===== src/rtl/sam_burst_cmd_gen.sv =====
// Burst descriptor -> sam command word stream (STORE/LOAD), cmd_last on the final word.
// Optional descriptor bounds check enabled by SAM_CMD_GEN_BOUNDS_EN.
module sam_burst_cmd_gen #(
    parameter int ADDR_W    = 14,
    parameter int DATA_W    = 16,
    parameter int MEM_DEPTH = 16384
) (
    input  logic              clk,
    input  logic              rstn,
    input  logic              desc_valid,
    output logic              desc_ready,
    input  logic              desc_op,
    input  logic [ADDR_W-1:0] desc_addr,
    input  logic [ADDR_W-1:0] desc_len,
    input  logic [DATA_W-1:0] wdata,
    input  logic              wdata_valid,
    output logic              wdata_ready,
    output logic [31:0]       cmd_data,
    output logic              cmd_valid,
    input  logic              cmd_ready,
    output logic              cmd_last,
    output logic              busy,
    output logic              err
);

    if (2 + ADDR_W + DATA_W != 32 || MEM_DEPTH < 1 || MEM_DEPTH > (1 << ADDR_W)) begin : g_bad_params
        $error("sam_burst_cmd_gen: inconsistent ADDR_W/DATA_W/MEM_DEPTH");
    end

    typedef enum logic {IDLE = 1'b0, ISSUE = 1'b1} state_t;

    state_t            state;
    logic              op;
    logic [ADDR_W-1:0] addr;
    logic [ADDR_W-1:0] remaining;
    logic              slot_free;
    logic              gen;
    logic              desc_oob;
    logic [31:0]       next_word;

    // Slot is free when nothing is pending or the pending word leaves this cycle.
    assign slot_free   = !cmd_valid || cmd_ready;
    assign desc_ready  = rstn && (state == IDLE);
    assign wdata_ready = rstn && (state == ISSUE) && !op && slot_free;
    assign gen         = (state == ISSUE) && slot_free && (op || wdata_valid);
    assign next_word   = op ? {2'b01, addr, {DATA_W{1'b0}}} : {2'b00, addr, wdata};
    assign busy        = (state != IDLE) || cmd_valid;

`ifdef SAM_CMD_GEN_BOUNDS_EN
    localparam logic [ADDR_W:0] MEM_LIM = (ADDR_W+1)'(MEM_DEPTH);
    assign desc_oob = ({1'b0, desc_addr} + {1'b0, desc_len}) >= MEM_LIM;
`else
    assign desc_oob = 1'b0;
    assign err      = 1'b0;
`endif

    always_ff @(posedge clk or negedge rstn) begin
        if (!rstn) begin
            state     <= IDLE;
            op        <= 1'b0;
            addr      <= '0;
            remaining <= '0;
            cmd_valid <= 1'b0;
            cmd_data  <= '0;
            cmd_last  <= 1'b0;
`ifdef SAM_CMD_GEN_BOUNDS_EN
            err       <= 1'b0;
`endif
        end else begin
`ifdef SAM_CMD_GEN_BOUNDS_EN
            err <= 1'b0;
`endif
            if (cmd_valid && cmd_ready) begin
                cmd_valid <= 1'b0;
                cmd_last  <= 1'b0;
            end
            case (state)
                IDLE: begin
                    if (desc_valid && !desc_oob) begin
                        op        <= desc_op;
                        addr      <= desc_addr;
                        remaining <= desc_len;
                        state     <= ISSUE;
                    end
`ifdef SAM_CMD_GEN_BOUNDS_EN
                    if (desc_valid && desc_oob) err <= 1'b1;
`endif
                end
                ISSUE: begin
                    // A new word overrides the handshake clear above.
                    if (gen) begin
                        cmd_valid <= 1'b1;
                        cmd_data  <= next_word;
                        cmd_last  <= (remaining == '0);
                        addr      <= addr + 1'b1;
                        if (remaining == '0) state <= IDLE;
                        else                 remaining <= remaining - 1'b1;
                    end
                end
                default: state <= IDLE;
            endcase
        end
    end

endmodule


===== config.mk =====
export PLATFORM = sky130hd
export DESIGN_NAME = sam_burst_cmd_gen
export DESIGN_NICKNAME = d
export VERILOG_FILES = /design/src/rtl/sam_burst_cmd_gen.sv
export SDC_FILE = /design/constraint.sdc
export NUM_CORES = 1
export LEC_CHECK = 0
export ABC_AREA = 1
export BUFFER_PORTS_ARGS = -buffer_cell sky130_fd_sc_hd__clkbuf_2
export CORE_MARGIN = 5
export CORE_UTILIZATION = 49
export CTS_BUF_LIST = sky130_fd_sc_hd__clkbuf_4 sky130_fd_sc_hd__clkbuf_8
export DETAILED_ROUTE_END_ITERATION = 10
export GPL_ROUTABILITY_DRIVEN = 1
export HOLD_SLACK_MARGIN = 0.02
export PLACE_DENSITY = 0.76
export SLEW_MARGIN = 20
export SYNTH_ARGS = -nofsm -noshare
export SYNTH_HDL_FRONTEND = slang
export SYNTH_SLANG_ARGS = --single-unit

===== constraint.sdc =====
create_clock -name clk -period 1.4 [get_ports clk]
set_input_delay 0.28 -clock clk [delete_from_list [all_inputs] [get_ports clk]]
set_output_delay 0.28 -clock clk [all_outputs]
set_load 0.05 [all_outputs]

# Yosys cells after proc, flatten, opt, wreduce, memory -nomap -nowiden
# Cells that the tools add are included.
[totals]
ff_bits = 64
[classes]
n_addsub = 2
n_eq_ne = 3
mux = 18
bitwise = 1
n_reduce_logical = 17
[op_table]
columns = ["op", "n"]
rows = [
  ["$mux W14", 5],
  ["$pmux W14 S2", 2],
  ["$mux W31", 1],
  ["$add A14 B1 Y14 const B", 1],
  ["$logic_not A14 Y1", 1],
  ["$sub A14 B1 Y14 const B", 1],
  ["$mux W1", 9],
  ["$logic_and A1 B1 Y1", 7],
  ["$reduce_and A2 Y1", 3],
  ["$ne A2 B2 Y1 const B", 2],
  ["$logic_or A1 B1 Y1", 3],
  ["$reduce_and A3 Y1", 1],
  ["$logic_not A1 Y1", 2],
  ["$ne A2 B1 Y1 const B", 1],
  ["$pmux W1 S2", 1],
  ["$not A1 Y1", 1],
]

# Logic depth before layout (Yosys ltp)
[logic_depth]
word_depth = 6
mapped_depth = 10
mapped_depth_nobuf = 10

# Worst setup path after synthesis
# Ideal clock, no wire load.
[synth_timing]
kind = "reg2out"
from = "reg cmd_valid"
to = "out wdata_ready"
t_arrival_ps = 1942
required_time_ps = 1120
setup_slack_ps = -822
path_stages_with_launch = 4
path_cell_list = "dfrtp_1 -> a21oi_4 -> inv_1 -> nor3_1"
[synth_between]
elab_chain_len = 3
[synth_lines]
columns = ["element", "line_no", "source"]
rows = [
  ["start, declared", "19", "output logic cmd_valid,"],
  ["start signal, assigned", "63", "cmd_valid <= 1'b0;"],
  ["start signal, assigned", "74", "cmd_valid <= 1'b0;"],
  ["start signal, assigned", "92", "cmd_valid <= 1'b1;"],
  ["$logic_not A1 Y1", "42", "assign slot_free = !cmd_valid || cmd_ready;"],
  ["$logic_or A1 B1 Y1", "42", ""],
  ["$logic_and A1 B1 Y1", "44", "assign wdata_ready = rstn && (state == ISSUE) && !op && slot_free;"],
  ["end, declared", "17", "output logic wdata_ready,"],
]
# Every way passes these cells.

# Worst setup path after layout
# Ends and elaborated chain as after synthesis.

==> metrics.cfg <==
[status]
status = finished, violations left
failed_checks = negative setup slack

[sta]
setup_viol = 28
finalCritPeriodShare_pct = 115.3
period_needed_ns = 1.614
worst_clock_skew_ns = 0.01110
fmax_mhz = 619.4
layout_setup_ws_ns = -0.2144
rsz0062_at_grt = yes
finalMaxSlewViolations = 0
finalHoldViolations = 0
hold_slack_ns = 0.1379

[cells_and_area]
antennaDiodeCount = 0
fin_util_pct = 72.98
fin_area_mm2 = 0.004903
drive_above_1_share_pct = 39.63
nets = 645
areaGrowthSynthToFinish_pct = 46.07
layout_common_cells = nand2_1 (152), clkbuf_2 (81), dfrtp_1 (61)
layout_commonest_cell = nand2_1

[critical_path]
reg2reg_to = addr[7]
critical_path_class = reg -> out
arrival_ns = 1.33
crit_required_ns = 1.12
r2r_cells = 7
end_kind = output port
rrSetupSlack_ns = -0.15
r2r-start = cmd_valid
start_kind = flip-flop
critical_path.max_fanout = 2

[synth]
netlist_top_cells_area = dfrtp_1 (47%), nand2_1 (19%), o21ai_0 (7.0%)
ys_seq_elements = 63
syn_avg_cell_area_um2 = 7.282
synthDistinctLibCells = 30
netlist_instances = 461
yosysSeqAreaShare_pct = 46.96
ys_warn_count = 0
netlist.area_leader.share_pct = 46.96
synth_top_cell_by_area = dfrtp_1
synth_area_mm2 = 0.003357

[cts]
cts.path.max_buffers = 2
cts_tree = yes
clkLatencyLatePin_ns = 0.35
cts-buffers-inserted = 9
cts.htree.levels = 3
cts_sinks = 63
path_clk_slew_ns = 0.08
root_buffer = clkbuf_8

[place]
place_area_mm2 = 0.004144
hpwl_um = 6421
io_buffers = 85
pre_cts_ws_ns = -0.04990
place_congestion = 0.9029

[route]
drtIter0Drc = 196
num_vias = 3572
ant_nets = 0
wl_per_cell_um = 14.95
wl_met1_um = 4032
top_layer = met4
wl_met2_um = 5058
routed_wirelength_um = 10140
firstDrtPassIters = 5
drc = 0
dr_wl_met3_um = 707
vias_per_cell = 5.268

[floorplan]
ios = 88
coreArea_mm2 = 0.006719
fp.dieH_um = 92.77
dieArea_mm2 = 0.008606
start_util_pct = 49.96
die_x_um = 92.77
rows = 30

[pwr]
p_sw_mw = 6.415
p_clk_share_pct = 13.0
p_int_mw = 6.376
p_leak_nw = 2.489
switching_share_pct = 50.15
p_seq_share_pct = 26.3
p_total_mw = 12.79
power-per-cell-area_mw_per_mm2 = 2609
irDropWorstVdd_uv = 1230
comb_power_share_pct = 60.7

[grt]
antenna_found_initial = 0
grt_max_degree = 64
grt_use_total_pct = 21.66
grt_pass1_wl_um = 15020
first_global_vias = 3341
grt-ovfl-total = 0

[worst_hold_path]
hold_end = cmd_valid
hp-start = cmd_ready
holdPathStages = 2
hold_path_class = in -> reg

[flow_run]
drv_cap = 0

-- per-stage QoR --
step,std cells,TNS [ns]
CTS,667,-0.5564
floorplan,462,-0.1082
global route,678,-3.879
global placement,643,-0.03032
detailed placement,643,-0.1898
finish,678,-2.142
-- critical path: stages, from the launching register on --
cell and delay (ns):
dfrtp_2 0.44, a21oi_4 0.16, inv_2 0.07, nor3_4 0.14, buf_8 0.17
-- routing by layer --
metal / up-vias / track usage (%)
li1: 1734 / -
met5: - / 0
met3: 35 / 5.199
met1: 1629 / 27.06
met2: 174 / 35.81
met4: 0 / 9.035
-- logic make-up after synthesis --
family                     after synthesis  synth area share, %
xor gates and xnor gates                 2               0.5219
other                                    1               0.1117
DFF                                     63                46.96
AOI/OAI and AO/OA                       78                12.71
buffers and inverters                   54                7.305
adders and majority gates                2               0.7453
and+or+nand+nor                        261                31.64
-- cells in the mapped netlist --
library cell,n
o31ai_1,1
nor3_1,1
o21ai_2,3
nand2_1,170
nor2_1,56
ha_1,2
o21bai_1,2
o21ai_0,47
o22ai_1,2
a31oi_1,1
dfrtp_1,63
a21oi_1,10
nor2_4,1
a21oi_4,1
nand3_1,22
conb_1,1
buf_6,3
nand2_4,3
inv_2,2
inv_1,30
nand4_1,5
nand3_2,1
o21ai_1,10
clkbuf_1,11
or2_2,2
buf_4,3
inv_4,2
buf_2,3
xor2_1,2
o21a_1,1
-- repair_timing --
item | CTS | global route
gates resized for setup | 29 | 74
endpoints found under the hold margin | 63 | 0
buffers inserted | 6 | 9
hold buffers | 1 | 0
gates cloned | 1 | 2
setup endpoints to repair | 15 | 30
pin swaps | 7 | 20
-- flip-flops by register name, indices dropped and copies added, names as in the netlist --
signal	flops
addr	14
cmd_data	31
cmd_last	1
cmd_valid	1
op	1
remaining	14
state	1
-- power groups by stage --
stage                     sequential [mW]  combinational (mW)  clock [mW]
after global routing                 3.47                8.38        1.77
after detailed placement             3.32                6.27           0
after CTS                            3.30                6.68        1.68
after global placement               3.28                6.13           0
final                                3.36                7.76        1.67
after floorplan                      4.79                2.89           0
-- cell type report --
class	count	area, µm²
multi-input combinational	345	1831
sequential	63	1579
timing repair inverter	1	11.26
tap	80	100.1
timing repair buffer	139	1026
clock inverter	5	56.30
inverter	34	148.9
clock buffer	11	151.4
fill	506	1815
-- worst max-delay path by stage --
stage	start	to	slack [ns]
3_5_place_dp	remaining[1]	remaining[10]	-0.05
4_1_cts	state	wdata_ready	-0.25
6_report	cmd_valid	wdata_ready	-0.21
3_3_place_gp	cmd_ready	wdata_ready	-0.03
2_1_floorplan	cmd_valid	wdata_ready	-0.11
5_1_grt	cmd_valid	wdata_ready	-0.26
No activity file was read; power rests on OpenSTA's default activity.
